<file path="config.mk">
export PLATFORM = sky130hd
export DESIGN_NAME = cordic_vector_iter_flat
export DESIGN_NICKNAME = d
export VERILOG_FILES = /design/src/rtl/cordic_pkg.sv /design/src/rtl/cordic_vector_iter_if.sv /design/src/rtl/cordic_atan_rom.sv /design/src/rtl/cordic_vector_iter.sv /design/src/flat_wrapper.sv
export SDC_FILE = /design/constraint.sdc
export NUM_CORES = 1
export LEC_CHECK = 0
export CORE_ASPECT_RATIO = 1.2
export CORE_MARGIN = 3
export CORE_UTILIZATION = 42
export CTS_CLUSTER_DIAMETER = 200
export CTS_CLUSTER_SIZE = 12
export DETAILED_ROUTE_END_ITERATION = 6
export GPL_TIMING_DRIVEN = 0
export PLACE_DENSITY_LB_ADDON = 0.25
export SLEW_MARGIN = 0
export SYNTH_ARGS = -nofsm -noshare
export SYNTH_HDL_FRONTEND = slang
export SYNTH_SLANG_ARGS = --single-unit
export TNS_END_PERCENT = 50
</file>
<file path="constraint.sdc">
create_clock -name clk -period 7.65 [get_ports clk]
set_input_delay 0.765 -clock clk [delete_from_list [all_inputs] [get_ports clk]]
set_output_delay 0.765 -clock clk [all_outputs]
set_load 0.05 [all_outputs]
</file>
<file path="src/rtl/cordic_pkg.sv">
// Shared constants, angle table and state encoding for the vectoring-mode CORDIC engine.
package cordic_pkg;

    localparam int FRAC     = 16;
    localparam int PI_HALF  = 102944;
    localparam int PI       = 205887;
    localparam int ATAN_LEN = 16;

    // round(atan(2^-i) * 2^16)
    localparam int ATAN_TABLE [ATAN_LEN] = '{
        51472, 30386, 16055, 8150, 4091, 2047, 1024, 512,
        256,   128,   64,    32,   16,   8,    4,    2
    };

    typedef enum logic [1:0] {
        IDLE = 2'd0,
        PRE  = 2'd1,
        ROT  = 2'd2,
        DONE = 2'd3
    } state_t;

    // Rescale a 2^-16 constant to a different fractional width.
    function automatic longint scale_frac(input int v, input int frac);
        if (frac >= 16) begin
            return longint'(v) <<< (frac - 16);
        end
        return longint'(v) >>> (16 - frac);
    endfunction

endpackage

</file>
<file path="src/rtl/cordic_vector_iter_if.sv">
// Input-vector and result handshake bundle of the vectoring CORDIC engine.
interface cordic_vector_iter_if #(
    parameter int W = 32
);
    logic signed [W-1:0] x_in;
    logic signed [W-1:0] y_in;
    logic                in_valid;
    logic                in_ready;
    logic signed [W-1:0] mag_out;
    logic signed [W-1:0] angle_out;
    logic                out_valid;
    logic                out_ready;

    modport master (
        output x_in, y_in, in_valid, out_ready,
        input  in_ready, mag_out, angle_out, out_valid
    );

    modport slave (
        input  x_in, y_in, in_valid, out_ready,
        output in_ready, mag_out, angle_out, out_valid
    );
endinterface

</file>
<file path="src/rtl/cordic_atan_rom.sv">
// Combinational micro-rotation angle lookup, sign-extended to the internal datapath width.
module cordic_atan_rom
    import cordic_pkg::*;
#(
    parameter int W    = 32,
    parameter int FRAC = 16
) (
    input  logic [4:0]          idx_i,
    output logic signed [W+1:0] atan_o
);

    logic signed [W+1:0] table_w [ATAN_LEN];

    genvar gi;
    generate
        for (gi = 0; gi < ATAN_LEN; gi++) begin : g_tab
            assign table_w[gi] = (W+2)'(scale_frac(ATAN_TABLE[gi], FRAC));
        end
    endgenerate

    assign atan_o = (idx_i < 5'(ATAN_LEN)) ? table_w[idx_i[3:0]] : '0;

endmodule

</file>
<file path="src/rtl/cordic_vector_iter.sv">
// Iterative vectoring-mode CORDIC: rotates (x,y) onto the +x axis over ITER cycles,
// returning K*|v| and atan2(y,x) through valid/ready handshakes.
module cordic_vector_iter
    import cordic_pkg::*;
#(
    parameter int ITER = 16,
    parameter int W    = 32,
    parameter int FRAC = 16
) (
    input  logic               clk,
    input  logic               rst,
    cordic_vector_iter_if.slave bus
);

    localparam int XW = W + 2;
    localparam logic signed [XW-1:0] PI_HALF_S = XW'(scale_frac(PI_HALF, FRAC));

    state_t              state_q, state_d;
    logic signed [XW-1:0] x_q, x_d, y_q, y_d, z_q, z_d;
    logic [4:0]          cnt_q, cnt_d;
    logic                zero_q, zero_d;
    logic                in_ready_q, in_ready_d;
    logic                out_valid_q, out_valid_d;
    logic signed [W-1:0] mag_q, mag_d;
    logic signed [W-1:0] angle_q, angle_d;

    logic signed [XW-1:0] atan_w, x_sh, y_sh, x_rot, y_rot, z_rot;
    logic                 y_pos_w, last_w;

    function automatic logic signed [W-1:0] sat_mag(input logic signed [XW-1:0] v);
        if (v[XW-1:W-1] == {(XW-W+1){v[W-1]}}) begin
            return v[W-1:0];
        end
        return v[XW-1] ? {1'b1, {(W-1){1'b0}}} : {1'b0, {(W-1){1'b1}}};
    endfunction

    cordic_atan_rom #(
        .W    (W),
        .FRAC (FRAC)
    ) u_rom (
        .idx_i  (cnt_q),
        .atan_o (atan_w)
    );

    // One micro-rotation; both updates use the pre-update x and y.
    assign x_sh    = x_q >>> cnt_q;
    assign y_sh    = y_q >>> cnt_q;
    assign y_pos_w = ~y_q[XW-1] & (|y_q);
    assign x_rot   = y_pos_w ? x_q + y_sh   : x_q - y_sh;
    assign y_rot   = y_pos_w ? y_q - x_sh   : y_q + x_sh;
    assign z_rot   = y_pos_w ? z_q + atan_w : z_q - atan_w;
    assign last_w  = (cnt_q == 5'(ITER - 1));

    always_ff @(posedge clk) begin
        if (rst) begin
            state_q     <= IDLE;
            x_q         <= '0;
            y_q         <= '0;
            z_q         <= '0;
            cnt_q       <= '0;
            zero_q      <= 1'b0;
            in_ready_q  <= 1'b0;
            out_valid_q <= 1'b0;
            mag_q       <= '0;
            angle_q     <= '0;
        end else begin
            state_q     <= state_d;
            x_q         <= x_d;
            y_q         <= y_d;
            z_q         <= z_d;
            cnt_q       <= cnt_d;
            zero_q      <= zero_d;
            in_ready_q  <= in_ready_d;
            out_valid_q <= out_valid_d;
            mag_q       <= mag_d;
            angle_q     <= angle_d;
        end
    end

    always_comb begin
        state_d = state_q;
        case (state_q)
            IDLE:    if (bus.in_valid && in_ready_q) state_d = PRE;
            PRE:     state_d = ROT;
            ROT:     if (last_w) state_d = DONE;
            DONE:    if (bus.out_ready) state_d = IDLE;
            default: state_d = IDLE;
        endcase
    end

    always_comb begin
        x_d         = x_q;
        y_d         = y_q;
        z_d         = z_q;
        cnt_d       = cnt_q;
        zero_d      = zero_q;
        in_ready_d  = in_ready_q;
        out_valid_d = out_valid_q;
        mag_d       = mag_q;
        angle_d     = angle_q;
        case (state_q)
            IDLE: begin
                in_ready_d = 1'b1;
                if (bus.in_valid && in_ready_q) begin
                    x_d        = XW'(bus.x_in);
                    y_d        = XW'(bus.y_in);
                    z_d        = '0;
                    zero_d     = (bus.x_in == '0) && (bus.y_in == '0);
                    in_ready_d = 1'b0;
                end
            end
            PRE: begin
                // Fold the left half-plane into the CORDIC convergence range.
                if (x_q[XW-1]) begin
                    if (!y_q[XW-1]) begin
                        x_d = y_q;
                        y_d = -x_q;
                        z_d = PI_HALF_S;
                    end else begin
                        x_d = -y_q;
                        y_d = x_q;
                        z_d = -PI_HALF_S;
                    end
                end
                cnt_d = '0;
            end
            ROT: begin
                x_d   = x_rot;
                y_d   = y_rot;
                z_d   = z_rot;
                cnt_d = cnt_q + 5'd1;
                if (last_w) begin
                    mag_d       = sat_mag(x_rot);
                    // A zero vector never leaves y=0, so z would drift; report 0 instead.
                    angle_d     = zero_q ? '0 : z_rot[W-1:0];
                    out_valid_d = 1'b1;
                end
            end
            DONE: begin
                if (bus.out_ready) begin
                    out_valid_d = 1'b0;
                    in_ready_d  = 1'b1;
                end
            end
            default: ;
        endcase
    end

    assign bus.in_ready  = in_ready_q;
    assign bus.out_valid = out_valid_q;
    assign bus.mag_out   = mag_q;
    assign bus.angle_out = angle_q;

endmodule

</file>
<file path="src/flat_wrapper.sv">
// flat-port wrapper written by rule: the top's interface ports become plain ports
module cordic_vector_iter_flat import cordic_pkg::*;
#(
    parameter int ITER = 16,
    parameter int W    = 32,
    parameter int FRAC = 16
)
  (clk, rst, bus_x_in, bus_y_in, bus_in_valid, bus_out_ready, bus_in_ready, bus_mag_out, bus_angle_out, bus_out_valid);
  cordic_vector_iter_if #(.W(W)) bus_i ();
  input  logic clk;
  input  logic rst;
  input wire logic [$bits(bus_i.x_in)-1:0] bus_x_in;
  input wire logic [$bits(bus_i.y_in)-1:0] bus_y_in;
  input wire logic [$bits(bus_i.in_valid)-1:0] bus_in_valid;
  input wire logic [$bits(bus_i.out_ready)-1:0] bus_out_ready;
  output wire logic [$bits(bus_i.in_ready)-1:0] bus_in_ready;
  output wire logic [$bits(bus_i.mag_out)-1:0] bus_mag_out;
  output wire logic [$bits(bus_i.angle_out)-1:0] bus_angle_out;
  output wire logic [$bits(bus_i.out_valid)-1:0] bus_out_valid;
  assign bus_i.x_in = bus_x_in;
  assign bus_i.y_in = bus_y_in;
  assign bus_i.in_valid = bus_in_valid;
  assign bus_i.out_ready = bus_out_ready;
  assign bus_in_ready = bus_i.in_ready;
  assign bus_mag_out = bus_i.mag_out;
  assign bus_angle_out = bus_i.angle_out;
  assign bus_out_valid = bus_i.out_valid;
  cordic_vector_iter #(.ITER(ITER), .W(W), .FRAC(FRAC)) u_core (.clk(clk), .rst(rst), .bus(bus_i));
endmodule
</file>
==> results.sh <==
export IMPL_synth_avg_cell_area_um2=7.78
export IMPL_layout_min_cycle_time_ns=7.49
export IMPL_worst_pin_slew_ns=1.48
export IMPL_wl_per_cell_um=32.9
export IMPL_worst_path_max_fanout=10
export IMPL_syn_nets=2854
export IMPL_viasPerCell=6.99
export IMPL_hold_slack_ns=0.466
export IMPL_outcome="finished, violations left"
export IMPL_use_met3_pct=10.3
export IMPL_ys_warn_count=0
export IMPL_port_buffers=133
export IMPL_max_stage_delay_ns=0.51
export IMPL_r2r_end="u_core.y_q[31]"
export IMPL_crit_path_start_kind="flop"
export IMPL_final_area_um2=23800
export IMPL_slew_headroom_pct=0.933
export IMPL_syn_area_um2=20700
export IMPL_synthCells=2665
export IMPL_most_common_layout_cells="nor2_1 (358), nand2_1 (227), a21oi_1 (183)"
export IMPL_path_clk_slew_ns=0.08
export IMPL_drt_first_pass_iters=7
export IMPL_cp_slowest_cell="o21ai_0"
export IMPL_grt_start_max_net_pins=20
export IMPL_dpl_instance_area_um2=22900
export IMPL_drive_gt1_share_pct=9.90
export IMPL_cts_sinks=174
export IMPL_die_y_um=249
export IMPL_area_delta_synth_final_pct=14.7
export IMPL_synth_edf_count=0
export IMPL_grt_pass1_wl_um=161000
export IMPL_routabilityCongestion=1.09
export IMPL_crit_chain="clkbuf_1 -> clkbuf_2 -> buf_2 -> clkbuf_1 -> clkbuf_2 -> buf_2 -> clkbuf_2 -> clkbuf_2 -> o21ai_0 -> xnor2_1 -> ha_1 -> a211oi_1 -> o21bai_1 -> o21ai_0 -> a31oi_1 -> o211a_1 -> a311o_1 -> a21o_1 -> a21o_1 -> xor2_1 -> a221oi_1 -> o21ai_1"
export IMPL_hold_buffers=0
export IMPL_hold_viol_final=0
export IMPL_hold_path_class="flop to flop"
export IMPL_routed_wl_um=114000
export IMPL_critPathLaunch="u_core.cnt_q[4]"
export IMPL_synthAdderAreaFrac_pct=7.41
export IMPL_use_met2_pct=64.6
export IMPL_path_class="flop to flop"
export IMPL_maxCapViolCount=1
export IMPL_rr_worst_depth=22
export IMPL_clk_latency_ns=0.48
export IMPL_fin_nets=3005
export IMPL_reg2reg_slack_ns=0.16
export IMPL_synth_compound_area_share_pct=26.9
export IMPL_rr_startpoint="u_core.cnt_q[4]"
export IMPL_cts_buffers=17
export IMPL_start_util_pct=42.8
export IMPL_drtIter0Drc=2863
export IMPL_num_rows=88
export IMPL_maxSlewViolCount=0
export IMPL_ctsHtreeMaxLevel=4
export IMPL_worstPathRequired_ns=8.02
export IMPL_track_usage_pct=41.8
export IMPL_die_area_um2=52100
export IMPL_grt_met1_usage_pct=50.2
export IMPL_ys_seq_area_share_pct=16.8
export IMPL_cts_tree="done"
export IMPL_cts_root_buf="clkbuf_16"
export IMPL_synthSimpleGateAreaFrac_pct=20.2
export IMPL_num_io_pins=134
export IMPL_grt_overflow=0
export IMPL_drcViolationCount=1
export IMPL_ys_types=105
export IMPL_synth_xor_area_share_pct=9.24
export IMPL_crit_end="u_core.y_q[31]"
export IMPL_fill_cells=4851
export IMPL_grt_pass1_vias=23200
export IMPL_endpoint_kind="flop"
export IMPL_final_setup_skew_ns=0.0166
export IMPL_hpwl_um=89700
export IMPL_top_usage_layer="met2"
export IMPL_fmax_mhz=133
export IMPL_antenna_found_initial=3
export IMPL_setup_violations=0
export IMPL_layout_commonest_cell="nor2_1"
export IMPL_ant_nets=0
export IMPL_num_vias=24200
export IMPL_violations="DRC, capacitance limit"
export IMPL_fp_dieW_um=209
export IMPL_core_um2=48400
export IMPL_arrival_ns=7.86
export IMPL_ys_flop_type="dfxtp_1"
export IMPL_synthArstFlopShare_pct=0
export IMPL_synth_seq_cells=174
export IMPL_synthMuxAreaShare_pct=13.4
export IMPL_synth_top_family_by_area="compound AO/OA/AOI/OAI gates"
export IMPL_worst_path_most_repeated_cell="clkbuf_2"
export IMPL_clock_path_buffers=2
export IMPL_period_share_pct=98.0
==> Yosys cell counts, types with 48 or more instances <==
master	count	area, um2
nor2_1	361	1360
a21o_1	60	450
o21ai_0	129	646
clkbuf_1	153	574
xor2_1	87	762
nor3_1	63	315
a22oi_1	48	360
ha_1	118	1480
inv_1	51	191
a21oi_1	185	926
nand2_1	227	852
xnor2_1	130	1140
dfxtp_1	174	3480
mux4_2	75	1690
a221oi_1	77	674
==> metrics by stage <==
step,instances,setup WS [ns],util [%],TNS [ns]
floorplan,2665,1.45,-,0
global placement,3428,-1.04,47.2,-39.92
detailed placement,3428,-1.02,47.2,-41.23
CTS,3457,0.000363,48.7,0
global route,3459,-0.0448,49.1,-0.0448
finish,3460,0.155,49.1,0
==> worst min-delay path by stage <==
stage	start	to	slack, ns	cells past startpoint
final	u_core.bus.angle_out[0]	u_core.bus.angle_out[0]	0.47	2
after global routing	u_core.z_q[0]	u_core.z_q[0]	0.49	2
after CTS	u_core.bus.angle_out[0]	u_core.bus.angle_out[0]	0.47	2
after detailed placement	u_core.bus.angle_out[0]	u_core.bus.angle_out[0]	0.45	2
after global placement	u_core.z_q[0]	u_core.z_q[0]	0.45	2
after floorplan	u_core.z_q[0]	u_core.z_q[0]	0.44	2
==> cell families (layout without fill, tap and decap cells) <==
logic type	count (synthesis)	in the layout
buffers and inverters	278	442
other	0	1
DFF	174	174
and+or+nand+nor	900	900
muxes	165	165
AOI/OAI and AO/OA	809	809
xor gates and xnor gates	218	218
adders and majority gates	121	121
==> per-layer routing <==
layer / wire length [um] / vias up
li1: - / 10300
met1: 41700 / 11700
met2: 49200 / 1682
met3: 12100 / 465
met4: 10700 / 2
met5: 13 / -
==> repair_timing <==
action,4_1_cts,5_1_grt
endpoints found under the setup margin,75,67
gates resized for setup,27,48
cloned,0,0
buffers inserted,1,3
pin swaps,2,5
==> final cells by class <==
type | instances | area, um2 | share of cell area [%]
clock inverters | 14 | 204 | 0.857
clock buffers | 18 | 439 | 1.85
flip-flops and latches | 174 | 3480 | 14.7
multi-input cells | 2213 | 16200 | 68.3
inverters | 56 | 210 | 0.884
plain buffers | 217 | 1050 | 4.42
well taps | 630 | 788 | 3.31
diodes | 1 | 2.50 | 0.0105
repair buffers | 137 | 1360 | 5.72
==> state kept, by name, summed over array words and instances, names as in the netlist <==
register	cells
u_core.x_q	34
u_core.y_q	34
u_core.bus.angle_out	32
u_core.bus.mag_out	32
u_core.z_q	32
u_core.cnt_q	5
u_core.state_q	2
u_core.bus.in_ready	1
u_core.bus.out_valid	1
u_core.zero_q	1
==> critical path, delay by kind of cell (launching register included) <==
kind,cells,cell delay (ns)
adder cells (fa/ha/maj),1,0.37
flip-flops,1,0.31
AO/OA/AOI/OAI,11,2.78
XOR/XNOR,2,0.52
buffers and inverters,8,3.36
Power is left out: the tool's default activity adds up to more than one toggle a clock period on the data nets, which glitch-free logic cannot reach.
